==> config.mk <==
export PLATFORM = sky130hd
export DESIGN_NAME = asm_coord_scanner
export DESIGN_NICKNAME = d
export VERILOG_FILES = /design/src/rtl/asm_coord_scanner.sv
export SDC_FILE = /design/constraint.sdc
export NUM_CORES = 1
export LEC_CHECK = 0
export ABC_AREA = 1
export BUFFER_PORTS_ARGS = -buffer_cell sky130_fd_sc_hd__clkbuf_2
export CAP_MARGIN = 20
export CORE_MARGIN = 4
export CORE_UTILIZATION = 33
export CTS_BUF_LIST = sky130_fd_sc_hd__clkbuf_8
export CTS_CLUSTER_DIAMETER = 150
export DETAILED_ROUTE_END_ITERATION = 8
export GPL_TIMING_DRIVEN = 1
export PLACE_DENSITY = 0.55
export SLEW_MARGIN = 20
export SYNTH_ARGS = -nofsm -noshare
export SYNTH_HDL_FRONTEND = slang
export SYNTH_SLANG_ARGS = --single-unit
export TNS_END_PERCENT = 10
==> constraint.sdc <==
create_clock -name clk_i -period 2.7 [get_ports clk_i]
set_input_delay 0.27 -clock clk_i [delete_from_list [all_inputs] [get_ports clk_i]]
set_output_delay 0.27 -clock clk_i [all_outputs]
set_load 0.02 [all_outputs]
==> src/rtl/asm_coord_scanner.sv <==
`default_nettype none
// ============================================================================
//  Module   : asm_coord_scanner
//  Purpose  : Walks every cell of a ROWS x COLS grid, one cell per beat,
//             presenting each cell to the alpha_ref lookup. Every lit cell
//             is emitted as a (row,col) coordinate on a valid/ready
//             handshake, and the number of lit cells is counted.
//  Revision : 1.0 - initial release
// ----------------------------------------------------------------------------
//  Ports
//    clk_i          system clock, rising edge
//    reset_i        asynchronous active-high reset
//    start_i        level; begins a scan from IDLE or DONE
//    beat_i         one-clk strobe pacing the scan
//    hit_i          lookup result for (scan_row_o, scan_col_o), same cycle
//    coord_ready_i  consumer accepts the current coordinate
//    scan_row_o     row presented to the lookup
//    scan_col_o     column presented to the lookup
//    coord_valid_o  coordinate available
//    coord_row_o    row of the lit cell, stable while coord_valid_o=1
//    coord_col_o    column of the lit cell, stable while coord_valid_o=1
//    hit_count_o    lit cells found in the current / last scan
//    busy_o         1 while scanning or emitting
//    done_o         1 once the scan has finished
//    state_led_o    encoded state
// ============================================================================
module asm_coord_scanner #(
    parameter int ROWS = 8,
    parameter int COLS = 8,
    parameter int CW   = 3,
    parameter int NW   = 7
) (
    input  logic          clk_i,
    input  logic          reset_i,
    input  logic          start_i,
    input  logic          beat_i,
    input  logic          hit_i,
    input  logic          coord_ready_i,
    output logic [CW-1:0] scan_row_o,
    output logic [CW-1:0] scan_col_o,
    output logic          coord_valid_o,
    output logic [CW-1:0] coord_row_o,
    output logic [CW-1:0] coord_col_o,
    output logic [NW-1:0] hit_count_o,
    output logic          busy_o,
    output logic          done_o,
    output logic [1:0]    state_led_o
);

    localparam logic [1:0] ST_IDLE = 2'b00;
    localparam logic [1:0] ST_SCAN = 2'b01;
    localparam logic [1:0] ST_EMIT = 2'b10;
    localparam logic [1:0] ST_DONE = 2'b11;

    localparam logic [CW-1:0] C_LAST_ROW = CW'(ROWS - 1);
    localparam logic [CW-1:0] C_LAST_COL = CW'(COLS - 1);

    logic [1:0]    state_q, state_d;
    logic [CW-1:0] row_q, row_d;
    logic [CW-1:0] col_q, col_d;
    logic [CW-1:0] coord_row_q, coord_row_d;
    logic [CW-1:0] coord_col_q, coord_col_d;
    logic          coord_valid_q, coord_valid_d;
    logic [NW-1:0] hit_count_q, hit_count_d;

    logic w_last_cell;
    logic w_start;
    logic w_take_hit;
    logic w_advance;

    assign w_last_cell = (row_q == C_LAST_ROW) && (col_q == C_LAST_COL);
    assign w_start     = ((state_q == ST_IDLE) || (state_q == ST_DONE)) && start_i;
    assign w_take_hit  = (state_q == ST_SCAN) && beat_i && hit_i;
    // The cursor moves either on a miss or when the pending coordinate is
    // accepted; beats arriving during EMIT are deliberately dropped.
    assign w_advance   = ((state_q == ST_SCAN) && beat_i && !hit_i) ||
                         ((state_q == ST_EMIT) && coord_valid_q && coord_ready_i);

    // ---------------- state register ----------------
    always_ff @(posedge clk_i or posedge reset_i) begin
        if (reset_i) begin
            state_q <= ST_IDLE;
        end else begin
            state_q <= state_d;
        end
    end

    // ---------------- next-state logic ----------------
    always_comb begin
        state_d = state_q;
        case (state_q)
            ST_IDLE: if (start_i) state_d = ST_SCAN;
            ST_SCAN: begin
                if (w_take_hit)     state_d = ST_EMIT;
                else if (w_advance) state_d = w_last_cell ? ST_DONE : ST_SCAN;
            end
            ST_EMIT: if (w_advance) state_d = w_last_cell ? ST_DONE : ST_SCAN;
            ST_DONE: if (start_i) state_d = ST_SCAN;
            default: state_d = ST_IDLE;
        endcase
    end

    // ---------------- state-derived outputs ----------------
    always_comb begin
        busy_o      = (state_q == ST_SCAN) || (state_q == ST_EMIT);
        done_o      = (state_q == ST_DONE);
        state_led_o = state_q;
    end

    // ---------------- datapath next values ----------------
    always_comb begin
        row_d         = row_q;
        col_d         = col_q;
        coord_row_d   = coord_row_q;
        coord_col_d   = coord_col_q;
        coord_valid_d = coord_valid_q;
        hit_count_d   = hit_count_q;

        if (w_start) begin
            row_d       = '0;
            col_d       = '0;
            hit_count_d = '0;
        end

        if (w_take_hit) begin
            coord_row_d   = row_q;
            coord_col_d   = col_q;
            coord_valid_d = 1'b1;
            if (!(&hit_count_q)) begin
                hit_count_d = hit_count_q + 1'b1;
            end
        end

        if (w_advance) begin
            if ((state_q == ST_EMIT)) begin
                coord_valid_d = 1'b0;
            end
            // Row-major walk; after the last cell the cursor parks at (0,0).
            if (w_last_cell) begin
                row_d = '0;
                col_d = '0;
            end else if (col_q == C_LAST_COL) begin
                row_d = row_q + 1'b1;
                col_d = '0;
            end else begin
                col_d = col_q + 1'b1;
            end
        end
    end

    // ---------------- datapath registers ----------------
    always_ff @(posedge clk_i or posedge reset_i) begin
        if (reset_i) begin
            row_q         <= '0;
            col_q         <= '0;
            coord_row_q   <= '0;
            coord_col_q   <= '0;
            coord_valid_q <= 1'b0;
            hit_count_q   <= '0;
        end else begin
            row_q         <= row_d;
            col_q         <= col_d;
            coord_row_q   <= coord_row_d;
            coord_col_q   <= coord_col_d;
            coord_valid_q <= coord_valid_d;
            hit_count_q   <= hit_count_d;
        end
    end

    assign scan_row_o    = row_q;
    assign scan_col_o    = col_q;
    assign coord_row_o   = coord_row_q;
    assign coord_col_o   = coord_col_q;
    assign coord_valid_o = coord_valid_q;
    assign hit_count_o   = hit_count_q;

endmodule
`default_nettype wire
After elaboration in Yosys (flattened, before gate mapping):

Index checks and enable logic that the tools add are counted.

* add/subtract/negate cells: 3
* eq/ne operators: 6
* muxes and demuxes: 19
* reduce and logical (&&, ||, !) cells: 15

Operator list (number)
* 2-to-1 mux 3 bit: 8
* 2-to-1 mux 7 bit: 3
* 2-to-1 mux 2 bit: 4
* adder 7 x 1 -> 7 bit, second input constant: 1
* logical AND 1 bit: 7
* AND reduction 7 bit: 1
* adder 3 x 1 -> 3 bit, second input constant: 2
* equality test 3 bit, second input constant: 2
* case mux 2 bit (3 select lines): 1
* equality test 2 bit, second input constant: 2
* logical OR 1 bit: 3
* 2-to-1 mux 1 bit: 3
* equality test 2 x 1 -> 1 bit, second input constant: 1
* zero test 2 bit: 1
* inequality test 2 x 1 -> 1 bit, second input constant: 1
* nonzero test 2 bit: 1
* OR reduction 2 bit: 1
* zero test 1 bit: 1

* register bits after elaboration: 22
* bits of input ports: 6
* output and inout port bits: 24
* logic and storage cells: 50

Depth between registers and ports, before layout:

* depth in word-level cells: 7
* depth in mapped cells: 9
* depth with buffers taken out: 9

Worst setup path after synthesis:

Ideal clock, no wire load.

* kind: reg-to-reg
* start point: reg state_q[0] (netlist: state_led_o[0])
* end point: reg hit_count_q[3] (netlist: hit_count_o[3])
* setup time: 66 ps
* arrival: 1440 ps
* required time: 2634 ps
* setup slack: 1194 ps
* stages on the path, launching flop included: 10
* path buffers: 0
* clock period less this slack: 1506 ps
* cell sequence: dfrtp_1 inv_1 ha_1 nand2_2 inv_1 nor2_1 nand3_1 nand2_1 nand2_1 nand2_1

* longest elaborated chain between the ends: 6
* elaborated cells between the ends (all ways): 10
* classes of those cells: eq/ne (2); mux (3); reduce/logical (5)

Ends and longest elaborated chain
* start, declared: RTL line 58 `logic [1:0] state_q, state_d;`
* start signal, assigned: RTL line 84 `state_q <= state_d;`
* equality test 2 bit or zero test 2 bit (tied branches): RTL line 72 `assign w_start = ((state_q == ST_IDLE) || (state_q == ST_DONE)) && start_i;`
* logical OR 1 bit: RTL line 72
* logical AND 1 bit: RTL line 72
* 2-to-1 mux 7 bit: RTL line 119 `if (w_start) begin`
* 2-to-1 mux 7 bit: RTL line 129 `if (!(&hit_count_q)) begin`
* 2-to-1 mux 7 bit *: RTL line 125 `if (w_take_hit) begin`
* named net hit_count_d[3]: RTL line 64 `logic [NW-1:0] hit_count_q, hit_count_d;`
* end signal, assigned: RTL line 166 `hit_count_q <= hit_count_d;`
* end, declared: RTL line 64

Mark *: on every way through the listed nets, which the timed path passes. The rest lies on a longest branch.
A chain may end at the register's enable or synchronous reset.

Worst setup path in the final report:

* start point: reg state_q[1] (netlist: state_led_o[1])
* end point: reg state_q[1] (netlist: state_led_o[1])

* longest elaborated chain between the ends: 7
* elaborated cells between the ends (all ways): 15
* classes of those cells: eq/ne (4); mux (3); reduce/logical (8)

Ends and longest elaborated chain
* equality test 2 x 1 -> 1 bit or equality test 2 bit (tied branches)
* logical AND 1 bit (on tied branches): RTL line 73, 76, 77
* logical AND 1 bit (on tied branches): RTL line 76, 77
* logical OR 1 bit: RTL line 76 `assign w_advance = ((state_q == ST_SCAN) && beat_i && !hit_i) ||`
* 2-to-1 mux 2 bit
* 2-to-1 mux 2 bit: RTL line 94 `if (w_take_hit) state_d = ST_EMIT;`
* case mux 2 bit (3 select lines): RTL line 91 `case (state_q)`

Several ways; a longest one is shown, not always the timed one.

==> flow_summary.json <==
{
  "first_pass_iters": 4,
  "min_period_ns": 1.690,
  "start_util_pct": 35.09,
  "fin_ws_ns": 1.010,
  "dp_hpwl_mm": 2.032,
  "fp.dieW_um": 68.27,
  "die_area_mm2": 0.004661,
  "synth_nets": 157,
  "ir_drop_mv": 0.4454,
  "synth.most_common_cell": "nand2_1",
  "crit_top_cell": "nand2_1",
  "stdcell_count": 220,
  "design_area_mm2": 0.001448,
  "status": "finished clean",
  "timing.hold.ws_ns": 0.1501,
  "numClockSinks": 22,
  "use_met3_pct": 2.463,
  "core_area_mm2": 0.003416,
  "grt_use_met2_pct": 21.42,
  "critPathKind": "reg2reg",
  "setup_tns_ns": 0,
  "post_cts.repair.setup_buffers": 0,
  "place_area_mm2": 0.001393,
  "synth_area_mm2": 0.001199,
  "track_usage_pct": 13.45,
  "nets": 189,
  "timing.fmax_mhz": 591.9,
  "reg2reg_to": "state_led_o[1]",
  "routedWlPerCell_um": 11.83,
  "avgSynthCellArea_um2": 8.382,
  "hold_violations": 0,
  "synth.distinct_cells": 28,
  "p_comb_share_pct": 42.1,
  "cpPeakStageDelay_ns": 0.43,
  "numCtsBuffers": 3,
  "p_sw_share_pct": 42.97,
  "place_congestion": 0.8242,
  "grt_pass1_vias": 1058,
  "start_kind": "flop",
  "synth-async-reset-ratio_pct": 100.0,
  "crit_chain": "inv_1 -> ha_1 -> nand3_1 -> nand2_1 -> nand2_1 -> nand2_1 -> nand2_1 -> nand2_1 -> nand2_1",
  "crit_required_ns": 2.86,
  "rsz0062_at_grt": "false",
  "synthMuxAreaShare_pct": 0,
  "synth_compound_area_share_pct": 9.708,
  "worst-r2r-cell-count": 9,
  "wl_mm": 2.603,
  "p_switching_mw": 0.5168,
  "crit_arrival_ns": 1.85,
  "worstMarginPinSlew_ns": 0.8526,
  "synth_common_cells": "nand2_1, dfrtp_1, inv_1",
  "path_clk_slew_ns": 0.08,
  "clockPowerShare_pct": 19.9,
  "endpoint_kind": "flop",
  "crit_path_top_delay_cell": "dfrtp_1",
  "synth_edf_count": 0,
  "slew_headroom_pct": 43.10,
  "post-route-util_pct": 42.38,
  "grt_max_degree": 23,
  "vias_per_cell": 4.764,
  "synthTopCellsByArea": "dfrtp_1, nand2_1, ha_1",
  "use_met1_pct": 17.66,
  "power_mw": 1.203,
  "ys.flop_type": "dfrtp_1",
  "cts_resized": 0,
  "r2r_slack_ns": 1.01,
  "overflow": 0,
  "cts-root-buf": "clkbuf_8",
  "synth-adder-area-share_pct": 8.351,
  "drc": 0,
  "pwr-share-seq_pct": 38.0,
  "htree_num_levels": 1,
  "critPathMaxFanout": 12,
  "diodes": 0,
  "area_delta_synth_final_pct": 20.77,
  "synth-seq-area-share_pct": 45.93,
  "synth_top_family_by_area": "simple AND/OR/NAND/NOR gates",
  "power_density_mw_per_mm2": 830.7,
  "yosys.area_share.simple_pct": 28.60,
  "yosys.area.top_type": "dfrtp_1",
  "grt.busiest_layer": "met2",
  "ys_warn_count": 0,
  "cts_hold_buf": 0,
  "synthCells": 143,
  "route.vias.total": 1048,
  "pin_count": 30,
  "crit_start": "state_led_o[1]",
  "clock_latency_ns": 0.26,
  "setup_viol": 0,
  "reg2reg_from": "state_led_o[1]",
  "cts_tree": "built",
  "drive_gt1_share_pct": 25.86,
  "ys_seq_elements": 22,
  "skew_ns": 0.004463,
  "drt_iter0_markers": 56,
  "hold_class": "in2async",
  "ant_nets": 0,
  "finalCritPeriodShare_pct": 62.58,
  "intPower_mw": 0.6858,
  "antenna_found_initial": 0,
  "synth_top_area_share_pct": 45.93,
  "dp_cells": 216,
  "io_buffers": 29,
  "synthXorXnorAreaFrac_pct": 1.461,
  "drv_cap": 0,
  "rows": 21,
  "cts_buffer_depth": 2,
  "die_y_um": 68.27,
  "endpoint": "state_led_o[1]",
  "dp_slack_ns": 1.034,
  "grt_first_pass_wirelength_mm": 4.781,
  "p_leak_nw": 0.8183,
  "report.final.slew_viol_count": 0
}
kinds of logic after synthesis:
family / count (synthesis)
buf+inv: 18
flops: 22
fa+ha+maj: 8
compound gates: 19
xor+xnor: 2
simple gates: 74
routing by layer:
metal	wire [um]	up-vias	share of wire, %
met5	0	-	0
met4	54	0	2.1
met3	163	6	6.3
met2	1150	34	44
met1	1234	483	47
li1	-	525	-
cell usage in the layout (no fill, tap or decap):
master,Yosys,layout
dfrtp_1,22,22
o21bai_1,1,1
nand3_1,12,12
nand2_2,2,2
ha_1,8,8
clkbuf_2,0,29
nand3_2,1,1
nand2_4,1,1
nand2_1,43,43
o21ai_1,1,1
a2bb2oi_1,1,1
xnor2_1,1,1
inv_4,1,1
inv_2,2,2
inv_1,13,13
or2_2,1,1
o21ai_2,1,1
xor2_1,1,1
o22ai_1,3,3
clkbuf_8,0,4
o31ai_1,3,3
a21oi_1,1,1
nor2_2,1,1
nand2_8,1,1
nand4_1,1,1
nor2_4,1,1
nor2_1,10,10
o21ai_0,8,8
power by group through the flow:
stage,sequential [mW],combinational (mW),clock [mW]
floorplan,0.535,0.280,0
global placement,0.460,0.500,0
detailed placement,0.466,0.511,0
CTS,0.459,0.513,0.247
global route,0.473,0.570,0.265
finish,0.457,0.506,0.239
flip-flops by register name, summed over array words and instances (netlist names):
name           cells
scan_row_o         3
coord_row_o        3
scan_col_o         3
coord_valid_o      1
coord_col_o        3
hit_count_o        7
state_led_o        2
worst max-delay path: cells and delay by family, from the launching register on:
kind / cells / cell delay (ns)
buffers and inverters: 1 / 0.09
adder cells (fa/ha/maj): 1 / 0.22
AND/OR/NAND/NOR: 7 / 0.84
flip-flops: 1 / 0.43
area by class of cell:
class                      count  area (um2)
tap                           46       57.56
multi-input combinational    103       576.8
sequential                    22       550.5
clock buffer                   4       55.05
timing repair buffer          29       145.1
inverter                      16       62.56
fill                         358        1968
worst min-delay path by stage:
stage	startpoint	cells after the start	slack [ns]	endpoint
after global routing	reset_i	2	0.23	state_led_o[0]
after detailed placement	coord_row_o[1]	2	0.47	coord_row_o[1]
after CTS	reset_i	2	0.20	state_led_o[0]
after floorplan	reset_i	1	0.26	coord_col_o[0]
final	reset_i	2	0.15	state_led_o[0]
after global placement	reset_i	2	0.47	state_led_o[0]
Note: power is estimated with default switching activity, not from simulation.
